File: config.mk
export PLATFORM = sky130hd
export DESIGN_NAME = vmem_sequencer
export DESIGN_NICKNAME = d
export VERILOG_FILES = /design/src/rtl/vmem_seq_pkg.sv /design/src/rtl/vmem_lane_buf.sv /design/src/rtl/vmem_sequencer.sv
export SDC_FILE = /design/constraint.sdc
export NUM_CORES = 1
export LEC_CHECK = 0
export BUFFER_PORTS_ARGS = -buffer_cell sky130_fd_sc_hd__buf_2
export CORE_MARGIN = 5
export CORE_UTILIZATION = 55
export CTS_BUF_LIST = sky130_fd_sc_hd__clkbuf_16
export DETAILED_ROUTE_END_ITERATION = 10
export PLACE_DENSITY = 0.84
export SLEW_MARGIN = 15
export SYNTH_ARGS = -nofsm -noshare
export SYNTH_HDL_FRONTEND = slang
export SYNTH_SLANG_ARGS = --single-unit
export TNS_END_PERCENT = 5
File: constraint.sdc
create_clock -name clk -period 6.3 [get_ports clk]
set_input_delay 0.63 -clock clk [delete_from_list [all_inputs] [get_ports clk]]
set_output_delay 0.63 -clock clk [all_outputs]
set_load 0.02 [all_outputs]
File: src/rtl/vmem_seq_pkg.sv
// Shared types and constants for the vector memory sequencer.
package vmem_seq_pkg;

    typedef enum logic [1:0] {
        IDLE = 2'd0,
        XFER = 2'd1,
        DONE = 2'd2
    } vseq_state_t;

    localparam int DEF_DATA_W = 32;
    localparam int LANE_BYTES = DEF_DATA_W / 8;

    // Unit stride in bytes for a given lane width.
    function automatic int lane_bytes(input int data_w);
        return data_w / 8;
    endfunction

endpackage

File: src/rtl/vmem_lane_buf.sv
// LANES x DATA_W load-assembly buffer with a single lane write port.
module vmem_lane_buf
    import vmem_seq_pkg::*;
#(
    parameter int LANES  = 4,
    parameter int DATA_W = 32,
    parameter int IDX_W  = 2
) (
    input  logic                    clk,
    input  logic                    rst,
    input  logic                    we,
    input  logic [IDX_W-1:0]        widx,
    input  logic [DATA_W-1:0]       wdata,
    output logic [LANES*DATA_W-1:0] ld_vec
);

    logic [DATA_W-1:0] lanes [LANES];

    always_ff @(posedge clk) begin
        if (rst) begin
            for (int i = 0; i < LANES; i++) lanes[i] <= '0;
        end else if (we) begin
            lanes[widx] <= wdata;
        end
    end

    for (genvar g = 0; g < LANES; g++) begin : g_flat
        assign ld_vec[g*DATA_W +: DATA_W] = lanes[g];
    end

endmodule

File: src/rtl/vmem_sequencer.sv
// Serialises vld/vst into LANES single-word memory beats and stalls upstream meanwhile.
// Optional per-op byte stride port enabled by defining VMEM_SEQ_STRIDE_EN.
module vmem_sequencer
    import vmem_seq_pkg::*;
#(
    parameter int LANES  = 4,
    parameter int DATA_W = 32,
    parameter int ADDR_W = 32
) (
    input  logic                    clk,
    input  logic                    rst,
    input  logic                    start,
    input  logic                    is_store,
    input  logic [ADDR_W-1:0]       base_addr,
    input  logic [LANES*DATA_W-1:0] st_vec,
`ifdef VMEM_SEQ_STRIDE_EN
    input  logic [15:0]             stride,
`endif
    output logic                    stall,
    output logic                    done,
    output logic                    ld_valid,
    output logic [LANES*DATA_W-1:0] ld_vec,
    output logic                    mem_req,
    output logic                    mem_we,
    output logic [ADDR_W-1:0]       mem_addr,
    output logic [DATA_W-1:0]       mem_wdata,
    input  logic [DATA_W-1:0]       mem_rdata,
    input  logic                    mem_ready
);

    localparam int IDX_W = (LANES > 1) ? $clog2(LANES) : 1;

    vseq_state_t             state;
    logic [IDX_W-1:0]        idx;
    logic [IDX_W-1:0]        idx_nxt;
    logic                    op_store;
    logic [ADDR_W-1:0]       stride_in;
    logic [ADDR_W-1:0]       stride_q;
    logic [LANES*DATA_W-1:0] st_q;
    logic                    beat_last;
    logic                    lane_we;

`ifdef VMEM_SEQ_STRIDE_EN
    assign stride_in = ADDR_W'(stride);
`else
    assign stride_in = ADDR_W'(lane_bytes(DATA_W));
`endif

    assign idx_nxt   = IDX_W'(idx + 1'b1);
    assign beat_last = (idx == IDX_W'(LANES - 1));
    assign lane_we   = (state == XFER) && mem_ready && !op_store;
    assign stall     = ((state == IDLE) && start) || (state == XFER);

    // Address advances by accumulation, so base + idx*stride wraps modulo 2^ADDR_W for free.
    always_ff @(posedge clk) begin
        if (rst) begin
            state     <= IDLE;
            idx       <= '0;
            op_store  <= 1'b0;
            stride_q  <= '0;
            st_q      <= '0;
            done      <= 1'b0;
            ld_valid  <= 1'b0;
            mem_req   <= 1'b0;
            mem_we    <= 1'b0;
            mem_addr  <= '0;
            mem_wdata <= '0;
        end else begin
            case (state)
                IDLE: begin
                    done     <= 1'b0;
                    ld_valid <= 1'b0;
                    if (start) begin
                        state     <= XFER;
                        idx       <= '0;
                        op_store  <= is_store;
                        stride_q  <= stride_in;
                        st_q      <= st_vec;
                        mem_req   <= 1'b1;
                        mem_we    <= is_store;
                        mem_addr  <= base_addr;
                        mem_wdata <= st_vec[DATA_W-1:0];
                    end
                end
                XFER: begin
                    if (mem_ready) begin
                        idx <= idx_nxt;
                        if (beat_last) begin
                            state    <= DONE;
                            mem_req  <= 1'b0;
                            mem_we   <= 1'b0;
                            done     <= 1'b1;
                            ld_valid <= !op_store;
                        end else begin
                            mem_addr  <= mem_addr + stride_q;
                            mem_wdata <= st_q[idx_nxt*DATA_W +: DATA_W];
                        end
                    end
                end
                DONE: begin
                    done     <= 1'b0;
                    ld_valid <= 1'b0;
                    state    <= IDLE;
                end
                default: state <= IDLE;
            endcase
        end
    end

    vmem_lane_buf #(
        .LANES  (LANES),
        .DATA_W (DATA_W),
        .IDX_W  (IDX_W)
    ) u_lane_buf (
        .clk    (clk),
        .rst    (rst),
        .we     (lane_we),
        .widx   (idx),
        .wdata  (mem_rdata),
        .ld_vec (ld_vec)
    );

endmodule

# Word level (Yosys, flattened, before mapping)
# Memories as Yosys holds them, arrays and structs flattened.
# Index checks and enable logic that the tools add are counted.
[op_classes]
addsub = 2
eq_ne = 7
n_shift = 1
muxes = 35
reduce_logical = 16
[ops]
columns = ["cell", "count"]
rows = [
  ["$mux W32", 7],
  ["$pmux W32 S2", 2],
  ["$shiftx A128 B8 Y32", 1],
  ["$add A32 B3 Y32", 1],
  ["$reduce_or A32 Y1", 1],
  ["$mux W1", 14],
  ["$mux W2", 6],
  ["$reduce_and A3 Y1", 3],
  ["$ne A2 B2 Y1 const B", 4],
  ["$pmux W1 S2", 4],
  ["$pmux W2 S2", 2],
  ["$reduce_and A4 Y1", 2],
  ["$eq A2 B2 Y1 const B", 2],
  ["$reduce_bool A2 Y1", 2],
  ["$logic_and A1 B1 Y1", 3],
  ["$add A2 B1 Y2 const B", 1],
  ["$eq A2 B1 Y1 const B", 1],
  ["$logic_not A2 Y1", 1],
  ["$reduce_and A2 Y1", 1],
  ["$reduce_or A2 Y1", 1],
  ["$logic_not A1 Y1", 1],
  ["$logic_or A1 B1 Y1", 1],
]
[word_totals]
register_bits = 202
ramBits = 128
in_bits = 197
wordCells = 73
memories = 1
[memory_table]
columns = ["memory", "depth", "word_bits", "rd", "rd_ports_with_merged_regs", "write_ports", "line", "rtl"]
rows = [
  ["u_lane_buf.lanes", 4, 32, 4, 0, 4, "vmem_lane_buf.sv:17", "logic [DATA_W-1:0] lanes [LANES];"],
]

# Longest topological paths before layout
[logic_depth]
depth_word = 8
ltp_mapped = 8

# By module
# A second synthesis with hierarchy kept.
[hier_totals]
hier_cells = 1401
hier_area_um2 = 13943.4
[modules_own_cells]
columns = ["mod", "instances", "cells_per_inst", "area_per_inst_um2", "seq_area_each_um2"]
rows = [
  ["vmem_sequencer", 1, 1115, 9093.7, 4043.9],
  ["vmem_lane_buf", 1, 286, 4849.7, 3843.7],
]

# Worst setup path after synthesis
# No wires, ideal clock.
[synth_timing]
path_type = "flip-flop to flip-flop"
startpoint = "register state[0]"
endpoint = "memory u_lane_buf.lanes[3][0], enable pin"
t_arrival_ps = 3529
t_required_ps = 5830
path_slack_ps = 2301
path_stages_with_launch = 6
n_path_buf = 2
path_cell_list = "dfxtp_1 -> nor2b_1 -> buf_2 -> clkbuf_1 -> nand2_1 -> o31ai_1"
[synth_rtl]
columns = ["element", "line", "rtl"]
rows = [
  ["from (decl)", "vmem_sequencer.sv:33", "vseq_state_t state;"],
  ["from (signal assigned)", "vmem_sequencer.sv:57", "state <= IDLE;"],
  ["from (signal assigned)", "vmem_sequencer.sv:74", "state <= XFER;"],
  ["from (signal assigned)", "vmem_sequencer.sv:89", "state <= DONE;"],
  ["to (decl)", "vmem_lane_buf.sv:17", ""],
]

==> results.yml <==
run_status:
  status: "completed"
timing:
  period_needed_ns: 3.09
  max_slew_margin: 0.377
  tightest_slew_ns: 0.934
  finalHoldViolations: 0
  fmax_mhz: 324
  fin_crit_sh: 0.490
  finalSetupViolCount: 0
  tns_ns: 0
  finClkSkew_ns: 0.0146
  final.setup.worst_slack_ns: 3.21
  slew_viol_final: 0
  rsz0062_at_grt: "no"
yosys:
  synth_top_area_frac: 0.295
  async_reset_ff_frac: 0
  synth_top_area_cell: "dfxtp_1"
  syn_area_sq_um: 13700
  avgSynthCellArea_sq_um: 10.0
  synthTopCellsByArea: "dfxtp_1 30%, edfxtp_1 28%, nand2_1 10%, and2_1 6.2%, a21oi_1 5.7%"
  seq_area_frac_synth: 0.576
  netlist_instances: 1369
  synth_top_flop_cell: "dfxtp_1"
  yosysWarnings: 0
  synth.net_count: 1569
  synth-edff-count: 128
  ys_types: 59
  ys_seq_elements: 330
finish:
  fin_nets: 1910
  area_growth_pct: 23.1
  drive_above_1_share: 0.294
  finalInstanceArea_sq_um: 16900
setup_path:
  cp_data_arrival_time_ns: 3.21
  critPathRequiredTime_ns: 6.43
  crit_path_end_kind: "register"
  path_class: "reg2reg"
  critPathLaunchType: "register"
  crit_fanout: 79
drt:
  wirelength_mm: 38.3
  wl_per_cell_um: 18.7
  viasPerCell: 5.61
  ant_nets: 0
  dr.pass1.iters: 6
  drc: 0
  num_vias: 11500
  drtIter0Drc: 1195
place:
  dp_slack_ns: 3.21
  place.gp.congestion: 0.911
  dp_hpwl_mm: 26.3
  placedInstanceArea_sq_um: 15800
  portBuffers: 393
clocking:
  cts_htree_levels: 2
  hold_buffers: 0
  tritoncts: "built"
  cts_root_buf: "clkbuf_16"
  clk_pin_slew_worst_paths_ns: 0.06
  cts_resized: 0
  clock_latency_ns: 0.51
  cts.path.max_buffers: 3
  clock-sinks: 330
  numCtsBuffers: 34
  cts_setup_buffers: 0
die:
  io_pins: 394
  die_h_um: 168
  start_util: 0.561
  coreArea_sq_um: 24400
  dieArea_sq_um: 28100
  die_x_um: 168
  rows: 57
global_routing:
  grt_pass1_vias: 11100
  antenna_found_initial: 6
  grt-ovfl-total: 0
  grt_pass1_wl_mm: 59.2
  grtUsageTotal: 0.258
  grt_max_degree: 113
pwr:
  p_leak_nw: 7.10
  vdd_drop_max_mv: 0.201
  powerDensity_nw_per_um2: 296
job:
  drv_cap: 0
hold_path:
  hold_class: "in2reg"
## critical path: stages, from the launching register on
cell and delay (ns):
dfxtp_1 0.40, nand2b_2 0.23, buf_4 0.39, nor2_8 0.29
nand3b_2 0.15, nor3b_2 0.17, buf_4 0.31, or2_2 0.71
## cell usage after synthesis, types with 2 or more instances
library cell  count
a211oi_1          2
mux2i_1           2
nand3_1          20
a311oi_1         34
dfxtp_1         202
o211ai_1          4
clkbuf_8          3
or3_1             4
buf_4             2
clkbuf_1         84
o41ai_1           2
a22o_1            3
edfxtp_1        128
and4_1            3
nor2_1           56
mux4_2           32
o21a_1            2
nand2_1         364
nor3_1           10
ha_1              3
a32o_1            3
or2_2             3
and4_2            3
buf_1             6
nor3b_2           4
a311o_1           3
o221ai_1          2
a32oi_1           2
o311ai_0          2
nor4_1            7
o31ai_1           3
o21ai_0          16
a31oi_1           5
and2_1          135
buf_2             8
a21oi_1         156
nand4_1          12
and3_1           15
a22oi_1           4
## final cells by class
cell class,instances,area [sq um]
inverters,2,7.51
well taps,324,405
fillers,1853,7530
clock inverters,22,198
multi-input cells,934,5400
diodes,1,2.50
clock buffers,35,876
flip-flops and latches,330,7890
repair buffers,408,2090
## per-layer routing
layer	global-route usage	share of wire
met1	0.318	0.38
met2	0.444	0.49
met3	0.0596	0.090
met4	0.0967	0.036
met5	0	0.0016
## metrics by stage
step	power [mW]	hold slack, ns	util	instances
finish	4.99	0.358	0.691	2056
CTS	5.02	0.341	0.691	2055
floorplan	2.83	0.433	-	1369
global placement	3.05	0.439	0.647	1998
detailed placement	3.07	0.444	0.647	1998
global route	5.17	0.347	0.691	2056
## final timing paths
| path | startpoint | to | slack (ns) | depth (start not counted) |
|---|---|---|---|---|
| max reg2reg | state[1] | u_lane_buf.lanes[2][28] | 3.21 | 7 |
| min reg2reg | st_q[81] | st_q[81] | 0.45 | 2 |
| min | st_vec[100] | st_q[100] | 0.36 | 3 |
| max | state[1] | u_lane_buf.lanes[2][28] | 3.21 | 7 |
## kinds of logic (layout without fill, tap and decap cells)
kind of cell / Yosys count / after routing / share of synthesized area
compound gates: 245 / 245 / 0.108
fa+ha+maj: 3 / 3 / 0.00274
buf+inv: 105 / 467 / 0.0323
flops: 330 / 330 / 0.576
mux: 35 / 35 / 0.0549
other cells: 0 / 1 / 0
simple gates: 651 / 651 / 0.226
## placed cells by master, fill, tap and decap left out, types with 5 or more instances in the layout
cell / Yosys / layout
buf_2: 8 / 392
nand2_1: 364 / 363
dfxtp_1: 202 / 201
a21oi_1: 156 / 156
and2_1: 135 / 135
edfxtp_1: 128 / 128
nor2_1: 56 / 56
clkbuf_16: 0 / 35
a311oi_1: 34 / 34
mux4_2: 32 / 32
nand3_1: 20 / 20
o21ai_0: 16 / 16
and3_1: 15 / 15
buf_4: 2 / 15
nand4_1: 12 / 12
nor3_1: 10 / 10
clkinv_1: 1 / 8
nor4_1: 7 / 7
inv_1: 1 / 7
a31oi_1: 5 / 5
## registers in the layout, indices dropped and copies added, names as in the netlist
signal and flops:
st_q 128, state 2, op_store 1, mem_addr 32
u_lane_buf.lanes 128, mem_we 1, mem_req 1, stride_q 1
done 1, mem_wdata 32, idx 2, ld_valid 1
## power by group
part | switching, mW | internal [mW] | leakage (nW)
combinational | 0.391 | 0.215 | 3.57
sequential | 0.0842 | 2.34 | 2.99
clock | 0.796 | 1.16 | 0.543
total | 1.27 | 3.72 | 7.10
(Power assumes the default switching activity.)
